--- config.mk ---
export PLATFORM = sky130hd
export DESIGN_NAME = booth_r4_mult
export DESIGN_NICKNAME = d
export VERILOG_FILES = /design/src/rtl/booth_r4_pkg.sv /design/src/rtl/booth_r4_digit.sv /design/src/rtl/booth_r4_mult.sv
export SDC_FILE = /design/constraint.sdc
export NUM_CORES = 1
export LEC_CHECK = 0
export BUFFER_PORTS_ARGS = -buffer_cell sky130_fd_sc_hd__buf_2
export CAP_MARGIN = 20
export CORE_UTILIZATION = 35
export CTS_BUF_LIST = sky130_fd_sc_hd__clkbuf_4 sky130_fd_sc_hd__clkbuf_8
export CTS_CLUSTER_SIZE = 28
export DETAILED_ROUTE_END_ITERATION = 10
export PLACE_DENSITY_LB_ADDON = 0.1
export SLEW_MARGIN = 20
export SYNTH_ARGS = -nofsm -noshare
export SYNTH_HDL_FRONTEND = slang
export SYNTH_SLANG_ARGS = --single-unit
export TNS_END_PERCENT = 10
--- constraint.sdc ---
create_clock -name clk -period 10.18 [get_ports clk]
set_clock_uncertainty 0.15 [all_clocks]
set_input_delay 2.036 -clock clk [delete_from_list [all_inputs] [get_ports clk]]
set_output_delay 2.036 -clock clk [all_outputs]
set_load 0.01 [all_outputs]
--- src/rtl/booth_r4_pkg.sv ---
// Shared constants for the radix-4 Booth multiplier: FSM state codes,
// Booth digit select/negate encodings and the iteration count helper.
package booth_r4_pkg;

    localparam logic [1:0] ST_IDLE = 2'd0;
    localparam logic [1:0] ST_RUN  = 2'd1;
    localparam logic [1:0] ST_DONE = 2'd2;

    localparam logic [1:0] SEL_ZERO = 2'd0;
    localparam logic [1:0] SEL_ONE  = 2'd1;
    localparam logic [1:0] SEL_TWO  = 2'd2;

    localparam logic NEG_POS = 1'b0;
    localparam logic NEG_NEG = 1'b1;

    // Digits needed to cover a WIDTH-bit operand extended to WIDTH+2 bits.
    function automatic int unsigned booth_n(input int unsigned width);
        return width / 2 + 1;
    endfunction

endpackage

--- src/rtl/booth_r4_digit.sv ---
// Radix-4 Booth recoder: maps {y[2i+1], y[2i], y[2i-1]} to a magnitude
// select (0/1/2) and a negate flag.
module booth_r4_digit
    import booth_r4_pkg::*;
(
    input  logic [2:0] win,
    output logic [1:0] sel,
    output logic       neg
);

    always_comb begin
        sel = SEL_ZERO;
        neg = NEG_POS;
        case (win)
            3'b001, 3'b010: sel = SEL_ONE;
            3'b011:         sel = SEL_TWO;
            3'b100: begin
                sel = SEL_TWO;
                neg = NEG_NEG;
            end
            3'b101, 3'b110: begin
                sel = SEL_ONE;
                neg = NEG_NEG;
            end
            default: ;
        endcase
    end

endmodule

--- src/rtl/booth_r4_mult.sv ---
// Iterative radix-4 Booth multiplier with start/done handshake and a
// per-operation signed/unsigned mode. Early termination: BOOTH_EARLY_TERM_EN.
module booth_r4_mult
    import booth_r4_pkg::*;
#(
    parameter int unsigned WIDTH = 16
) (
    input  logic                 clk,
    input  logic                 reset,
    input  logic                 start,
    input  logic                 signed_mode,
    input  logic [WIDTH-1:0]     x,
    input  logic [WIDTH-1:0]     y,
    output logic                 busy,
    output logic                 done,
    output logic [2*WIDTH-1:0]   out
);

    localparam int unsigned N  = booth_n(WIDTH);
    localparam int unsigned XW = WIDTH + 2;
    localparam int unsigned PW = WIDTH + 3;
    localparam int unsigned AW = 2 * WIDTH + 4;
    localparam int unsigned CW = $clog2(N + 1);

    logic [1:0]         state_q, state_d;
    logic [XW-1:0]      xm_q, xm_d;
    logic [XW:0]        ym_q, ym_d;
    logic [AW-1:0]      acc_q, acc_d;
    logic [CW-1:0]      cnt_q, cnt_d;
    logic [2*WIDTH-1:0] out_q, out_d;

    logic [1:0]    sel;
    logic          neg;
    logic [PW-1:0] pp_mag, pp;
    logic [AW-1:0] acc_sum, acc_step;
    logic          x_ext, y_ext;

    booth_r4_digit u_digit (
        .win (ym_q[2:0]),
        .sel (sel),
        .neg (neg)
    );

    assign x_ext = signed_mode & x[WIDTH-1];
    assign y_ext = signed_mode & y[WIDTH-1];

    always_comb begin
        pp_mag = '0;
        case (sel)
            SEL_ONE: pp_mag = {xm_q[XW-1], xm_q};
            SEL_TWO: pp_mag = {xm_q, 1'b0};
            default: pp_mag = '0;
        endcase
        pp = (neg == NEG_NEG) ? -pp_mag : pp_mag;
        // Partial product lands at bit XW; after N shifts of 2 it is aligned.
        acc_sum  = acc_q + AW'({pp, {XW{1'b0}}});
        acc_step = $signed(acc_sum) >>> 2;
    end

    always_comb begin
        state_d = state_q;
        xm_d    = xm_q;
        ym_d    = ym_q;
        acc_d   = acc_q;
        cnt_d   = cnt_q;
        out_d   = out_q;
        case (state_q)
            ST_IDLE, ST_DONE: begin
                if (start) begin
                    xm_d    = {{2{x_ext}}, x};
                    ym_d    = {{2{y_ext}}, y, 1'b0};
                    acc_d   = '0;
                    cnt_d   = CW'(N);
                    state_d = ST_RUN;
                end else begin
                    state_d = ST_IDLE;
                end
            end
            ST_RUN: begin
                acc_d = acc_step;
                ym_d  = $signed(ym_q) >>> 2;
                cnt_d = cnt_q - 1'b1;
                if (cnt_q == CW'(1)) begin
                    out_d   = acc_step[2*WIDTH-1:0];
                    state_d = ST_DONE;
                end
`ifdef BOOTH_EARLY_TERM_EN
                // Uniform remaining bits mean only zero digits are left, so
                // the outstanding shifts can be applied in one go.
                if ((&ym_q) || !(|ym_q)) begin
                    out_d   = (2*WIDTH)'($signed(acc_q) >>> {cnt_q, 1'b0});
                    state_d = ST_DONE;
                end
`endif
            end
            default: state_d = ST_IDLE;
        endcase
    end

    always_ff @(posedge clk) begin
        if (reset) begin
            state_q <= ST_IDLE;
            xm_q    <= '0;
            ym_q    <= '0;
            acc_q   <= '0;
            cnt_q   <= '0;
            out_q   <= '0;
        end else begin
            state_q <= state_d;
            xm_q    <= xm_d;
            ym_q    <= ym_d;
            acc_q   <= acc_d;
            cnt_q   <= cnt_d;
            out_q   <= out_d;
        end
    end

    assign busy = (state_q == ST_RUN);
    assign done = (state_q == ST_DONE);
    assign out  = out_q;

endmodule
==> results.md, run 1 <==
- Status: finished, final reports clean
- CTS Hold Bufs: 0
- Clock slew at reported path FFs: 0.11 ns
- CTS tree: done
- Worst-case clock buffer depth: 2
- Synth Net Count: 735
- Async SR Flop Fraction: 0%
- Worst hold slack: 0.305 ns
- Critical Path RT: 10.33 ns
- Initial antenna violation count: 0
- Layout area overhead: 12.1%
- Fin. max-slew vios: 0
- Synth area leader: dfxtp_1
- Dominant cells by area after synthesis: dfxtp_1 39%, nand2_1 8.7%, a21oi_1 7.6%
- Pin count of the biggest net entering global routing: 55
- Hold WC Path Type: reg2reg
- Clock Tree Root: clkbuf_8
- DR vias/cell: 5.22
- Layout fillers: 1,597
- Die height: 127 um
- DRC: 0
- Grt total ovfl: 0
- Crit end category: flop
- Combinational fraction of design power: 12.7%
- Final core utilization: 40.2%
- RSZ-0062 raised after global routing: no
- Net switching power figure: 235 uW
- Hold Vio Cnt, Final: 0
- Startpoint Class: flop
- Rel. slew slack: 40.6%
- Hold path depth: 2
- Fin crit share: 53.5%
- Clock power frac: 33.7%
- Worst EP arrival: 5.59 ns
- First-pass GRT wire length: 22,800 um
- CTS resizes: 0
- Sw Ratio: 28.8%
- Clock sink total: 106
- DRT iter0 DRCs: 175
- Fmax: 0.184 GHz
- Primary FF master, synth: dfxtp_1
- Measured slew at the worst slew-check pin: 0.891 ns
- GRT Total Usage: 17.5%
- Die Width: 127 um
- Final min period: 5.44 ns
- Yosys top cell area share: 38.8%
- PortBufs: 69
- Commonest cells after routing, fill and taps aside: 127 x nand2_1, 106 x dfxtp_1, 83 x a21oi_1
- Routed WL: 13,400 um
- Final setup TNS: 0 ns
- Core area: 15,300 sq um
- Post-Syn Area: 5470 sq um
- Worst Hold End: out[12]
- Inserted Diodes: 0
- CTS Buf Count: 9
- Drt wl/cell: 14.4 um
- Critical R2R Launch: ym_q[0]
- DR vias: 4,832
- HP Start: out[12]
- Crit-path max FO: 30
- Synthesized flop and latch total: 106
- Gpl congestion: 0.839
- Mapped Cells: 672
- Die Footprint: 16,100 sq um
- EDFF count, synth: 0
- Synth cell types: 61
- Vias in the first global route: 4,740
- Clock Latency Late Sink: 0.39 ns
- Number of synthesis warnings: 0
- Mean post-synth cell area: 8.15 sq um
- Seq/Total Area, Yosys: 38.8%
- Commonest non-fill, non-tap cell in the layout: nand2_1
- Leak: 2.55 nW
- TritonRoute pass-1 iters: 4
- Peak VDD IR: 0.0861 mV
- Power per cell area: 133 nW/um^2
- Row cnt: 45
- Final setup viols: 0
- Number of routed nets with antenna violations: 0
- Reg2reg end: acc_q[31]
- Post-CTS Setup Inserts: 0
- Depth of the worst register-to-register path: 20
- Initial core utilization: 35.9%
- # IOs: 70
- Final HPWL DP: 9340 um
- Power consumption: 817 uW
- H-tree levels: 3
- Max-cap violations: 0
- Flop pwr share: 53.6%
- Nets: 774
- Share of layout cells above drive strength 1: 15.1%
- Internal power: 582 uW
- Worst reg2reg setup slack: 4.74 ns
- Crit Path Class: reg2reg
[kinds of logic after synthesis]
kind of cell	after synthesis	share of synthesized area (%)
XOR/XNOR	27	4.32
adder cells (fa/ha/maj)	27	6.31
AND/OR/NAND/NOR	243	20.1
buffers and inverters	56	4.30
AO/OA/AOI/OAI	211	25.9
multiplexers	2	0.389
flip-flops	106	38.8
[stage by stage]
stage	area, sq um	std cells	worst slack, ns
final	6140	926	4.74
after CTS	6140	926	4.76
after global placement	5940	911	4.96
after global routing	6140	926	4.26
after detailed placement	5940	911	4.77
after floorplan	5470	672	5.13
[flip-flops by register name (all words and copies together) (netlist names)]
register	count
acc_q	32
cnt_q	4
out	32
state_q	2
xm_q	17
ym_q	19
[cell type report]
| class | instances | area [sq um] | share of cell area, % |
|---|---|---|---|
| Clock inverter | 5 | 62.6 | 1.02 |
| Multi-Input combinational cell | 510 | 3120 | 50.9 |
| Timing Repair Buffer | 75 | 393 | 6.40 |
| Sequential cell | 106 | 2120 | 34.6 |
| Clock buffer | 10 | 138 | 2.24 |
| Tap cell | 211 | 264 | 4.30 |
| Inverter | 9 | 33.8 | 0.550 |
[worst max-delay path: stages (launching register included)]
cell and delay (ns):
dfxtp_1 0.40, inv_1 0.08, ha_1 0.25, mux2_2 0.30, inv_1 0.06, ha_1 0.73, a22oi_1 0.19, or2_2 0.34
ha_1 0.24, nor4b_2 0.17, and2b_1 0.19, nand2b_1 0.18, a22oi_1 0.13, o22ai_1 0.19, ha_1 0.33, and2_1 0.21
and3_1 0.22, nor3b_1 0.17, o31a_1 0.29, or3_1 0.31, a31o_1 0.22
[per-layer routing]
layer / vias up / global-route usage [%] / routed length (um)
li1: 2456 / - / -
met1: 2301 / 21.9 / 6460
met2: 60 / 29.9 / 6290
met3: 15 / 3.64 / 405
met4: 0 / 5.67 / 214
met5: - / 0 / 0
[power groups by stage]
| stage | Sequential (mW) | Clock, mW | Combinational [mW] |
|---|---|---|---|
| floorplan | 0.444 | 0 | 0.0801 |
| detailed placement | 0.447 | 0 | 0.105 |
| CTS | 0.438 | 0.287 | 0.106 |
| global route | 0.440 | 0.298 | 0.118 |
| global placement | 0.447 | 0 | 0.104 |
| finish | 0.438 | 0.275 | 0.104 |
[cell usage after synthesis, types with 2 or more instances]
master,instances
o31ai_4,2
o21ai_1,5
nor4_2,2
ha_1,26
o21ai_0,11
nand4b_1,4
a211oi_1,5
a22oi_1,51
buf_4,2
nor4_1,3
and2_1,3
buf_6,2
o21bai_1,2
o31ai_1,3
dfxtp_1,106
a21o_1,12
nand3_1,9
nor2b_1,5
nor3_1,4
xor2_1,11
nand2_1,127
or2_2,3
o21a_1,2
nand3b_1,4
or4_1,3
nor2_1,56
o31a_1,3
a21oi_1,83
a22o_1,11
clkbuf_1,40
xnor2_1,16
buf_2,2
and3_1,4
inv_1,8
nand2b_1,7
a31oi_1,6
a311oi_1,2
nor3b_1,4
[worst max path at each step]
| stage | endpoint | cells after the start | from | slack, ns |
|---|---|---|---|---|
| 2_1_floorplan | acc_q[31] | 22 | ym_q[0] | 5.13 |
| 3_3_place_gp | acc_q[31] | 20 | ym_q[0] | 4.96 |
| 3_5_place_dp | acc_q[31] | 20 | ym_q[0] | 4.77 |
| 4_1_cts | acc_q[31] | 20 | ym_q[0] | 4.76 |
| 5_1_grt | acc_q[31] | 20 | ym_q[0] | 4.26 |
| 6_report | acc_q[31] | 20 | ym_q[0] | 4.74 |
Power figures use the tool's default switching activity.
==> run 2: changes to the inputs <==
==> constraint.sdc (replaced) <==
create_clock -name clk -period 4.5 [get_ports clk]
set_clock_uncertainty 0.15 [all_clocks]
set_input_delay 0.9 -clock clk [delete_from_list [all_inputs] [get_ports clk]]
set_output_delay 0.9 -clock clk [all_outputs]
set_load 0.01 [all_outputs]
==> results.md, run 2 (synthesis gave the netlist of run 1 again) <==
- Status: finished, final reports clean (unchanged)
- Clock Tree Root: clkbuf_8 (unchanged)
- Clock slew at reported path FFs: 0.11 ns (about the same)
- Clock Latency Late Sink: 0.39 ns (about the same)
- DRC: 0 (unchanged)
- First-pass GRT wire length: 23,400 um (was 22,800 um)
- CTS tree: done (unchanged)
- Power consumption: 1.85 mW (was 817 uW)
- Die Footprint: 16,100 sq um (unchanged)
- Fin. max-slew vios: 0 (unchanged)
- Place WS: 0.00900 ns (was 4.77 ns)
- Crit end category: flop (unchanged)
- Final min period: 4.29 ns (was 5.44 ns)
- Initial core utilization: 35.9% (unchanged)
- Pin count of the biggest net entering global routing: 69 (was 55)
- Fin area: 6490 sq um (was 6140 sq um)
- Power per cell area: 285 nW/um^2 (was 133 nW/um^2)
- Grt total ovfl: 0 (unchanged)
- Number of routed nets with antenna violations: 0 (unchanged)
- CP Cell Sequence: inv_2, ha_4, mux2_4, inv_2, ha_4, buf_12, a211oi_2, o2111ai_2, buf_4, o31ai_4, nand2_1, xor2_1, ha_1, and2_4, and3_4, nor3b_2, o31a_1, or3_1, a31o_1 (was inv_1, ha_1, mux2_2, inv_1, ha_1, a22oi_1, or2_2, ha_1, nor4b_2, and2b_1, nand2b_1, a22oi_1, o22ai_1, ha_1, and2_1, and3_1, nor3b_1, o31a_1, or3_1, a31o_1)
- Die Width: 127 um (unchanged)
- PortBufs: 69 (unchanged)
- DRT iter0 DRCs: 235 (was 175)
- # IOs: 70 (unchanged)
- Final non-filler cell total: 948 (was 926)
- H-tree levels: 3 (unchanged)
- CP max stage cell: dfxtp_4 (was ha_1)
- Nets: 796 (was 774)
- Hold WC Path Type: reg2reg (unchanged)
- DR vias/cell: 5.22 (about the same)
- Max stage delay on crit path: 0.37 ns (was 0.73 ns)
- Final setup viols: 0 (unchanged)
- Setup slack after layout: 0.208 ns (was 4.74 ns)
- Layout area overhead: 18.6% (was 12.1%)
- CP Buf/Inv Count: 4 (was 2)
- Fin crit share: 95.4% (was 53.5%)
- Cell area after placement: 6180 sq um (was 5940 sq um)
- Row cnt: 45 (unchanged)
- DR vias: 4,949 (was 4,832)
- Worst EP arrival: 4.43 ns (was 5.59 ns)
- Max-cap violations: 0 (unchanged)
- Initial antenna violation count: 0 (unchanged)
- Core area: 15,300 sq um (unchanged)
- Hold Vio Cnt, Final: 0 (unchanged)
- CTS Buf Count: 9 (unchanged)
- Startpoint Class: flop (unchanged)
- Peak VDD IR: 0.183 mV (was 0.0861 mV)
- Layout fillers: 1,589 (was 1,597)
- Largest delay share family, worst path: compound AO/OA/AOI/OAI gates (was simple AND/OR/NAND/NOR gates)
- Number of instances in the placed design: 930 (was 911)
- Drt wl/cell: 15.0 um (was 14.4 um)
- Commonest non-fill, non-tap cell in the layout: nand2_1 (unchanged)
- Fmax: 0.233 GHz (was 0.184 GHz)
- Commonest cells after routing, fill and taps aside: 127 x nand2_1, 104 x dfxtp_1, 81 x a21oi_1 (was 127 x nand2_1, 106 x dfxtp_1, 83 x a21oi_1)
- Gpl congestion: 0.859 (was 0.839)
- Crit-path max FO: 28 (was 30)
- Crit Path Class: reg2reg (unchanged)
- Leak: 2.69 nW (was 2.55 nW)
- Inserted Diodes: 0 (unchanged)
- TritonRoute pass-1 iters: 5 (was 4)
- Final HPWL DP: 10,000 um (was 9340 um)
- Vias in the first global route: 4,733 (was 4,740)
- Die height: 127 um (unchanged)
- Worst-case clock buffer depth: 2 (unchanged)
- CTS Hold Bufs: 0 (unchanged)
- GRT Total Usage: 18.3% (was 17.5%)
- Critical Path RT: 4.64 ns (was 10.33 ns)
- Measured slew at the worst slew-check pin: 0.814 ns (was 0.891 ns)
- Routed WL: 14,200 um (was 13,400 um)
- Rel. slew slack: 45.5% (was 40.6%)
- Clock sink total: 106 (unchanged)
- Share of layout cells above drive strength 1: 21.3% (was 15.1%)
## run 2: cell types whose count changed in the layout (fill, tap and decap cells not counted), sizes merged
cell	before	now
buf	75	97
bufinv	1	0
inv	11	12
## run 2: layer usage
metal,GRT usage (%),routed length [um],up-vias,part of all wire (%)
met5,0,0,-,0
met4,5.04,171,0,1.2
met3,3.98,477,12,3.4
met2,30.9,6810,89,48
met1,23.4,6740,2340,47
li1,-,-,2508,-
## run 2: worst min-delay path, cell delays in order, from the launching register on
cell	delay (ns)
dfxtp_1	0.32
nand2_1	0.05
a21oi_1	0.05
## run 2: final timing paths
| path | startpoint | to | slack (ns) | cells after the start |
|---|---|---|---|---|
| worst max-delay path | ym_q[1] | acc_q[31] | 0.21 | 19 |
| worst min-delay path | out[9] | out[9] | 0.31 | 2 |
| worst max register to register | ym_q[1] | acc_q[31] | 0.21 | 19 |
| worst min register to register | out[9] | out[9] | 0.31 | 2 |
## run 2: cell type report
class	instances	area [sq um]	area share, %
clock buffer	10	138	2.12
clock inverter	5	47.5	0.733
inverter	9	33.8	0.521
multi-input combinational	510	3310	51.0
sequential	106	2130	32.8
tap	211	264	4.07
timing repair buffer	97	571	8.79
## run 2: what timing repair did
item | CTS | global route
resized for setup | 2 | 19
setup endpoints to repair | 1 | 12
buffers inserted | 0 | 3
gates cloned | 0 | 0
pin swaps | 0 | 5
## run 2: stage by stage
| step | util (%) | setup TNS (ns) | hold WS, ns |
|---|---|---|---|
| finish | 42.5 | 0 | 0.308 |
| floorplan | - | -0.0161 | 0.282 |
| detailed placement | 40.5 | 0 | 0.295 |
| CTS | 41.8 | 0 | 0.310 |
| global route | 42.5 | -0.00936 | 0.325 |
| global placement | 40.5 | 0 | 0.293 |
## run 2: where the power goes
part,switching [mW],internal (mW),total [mW],leakage (nW)
logic,0.174,0.0964,0.270,1.74
registers,0.0252,0.966,0.991,0.862
clock network,0.362,0.225,0.586,0.0928
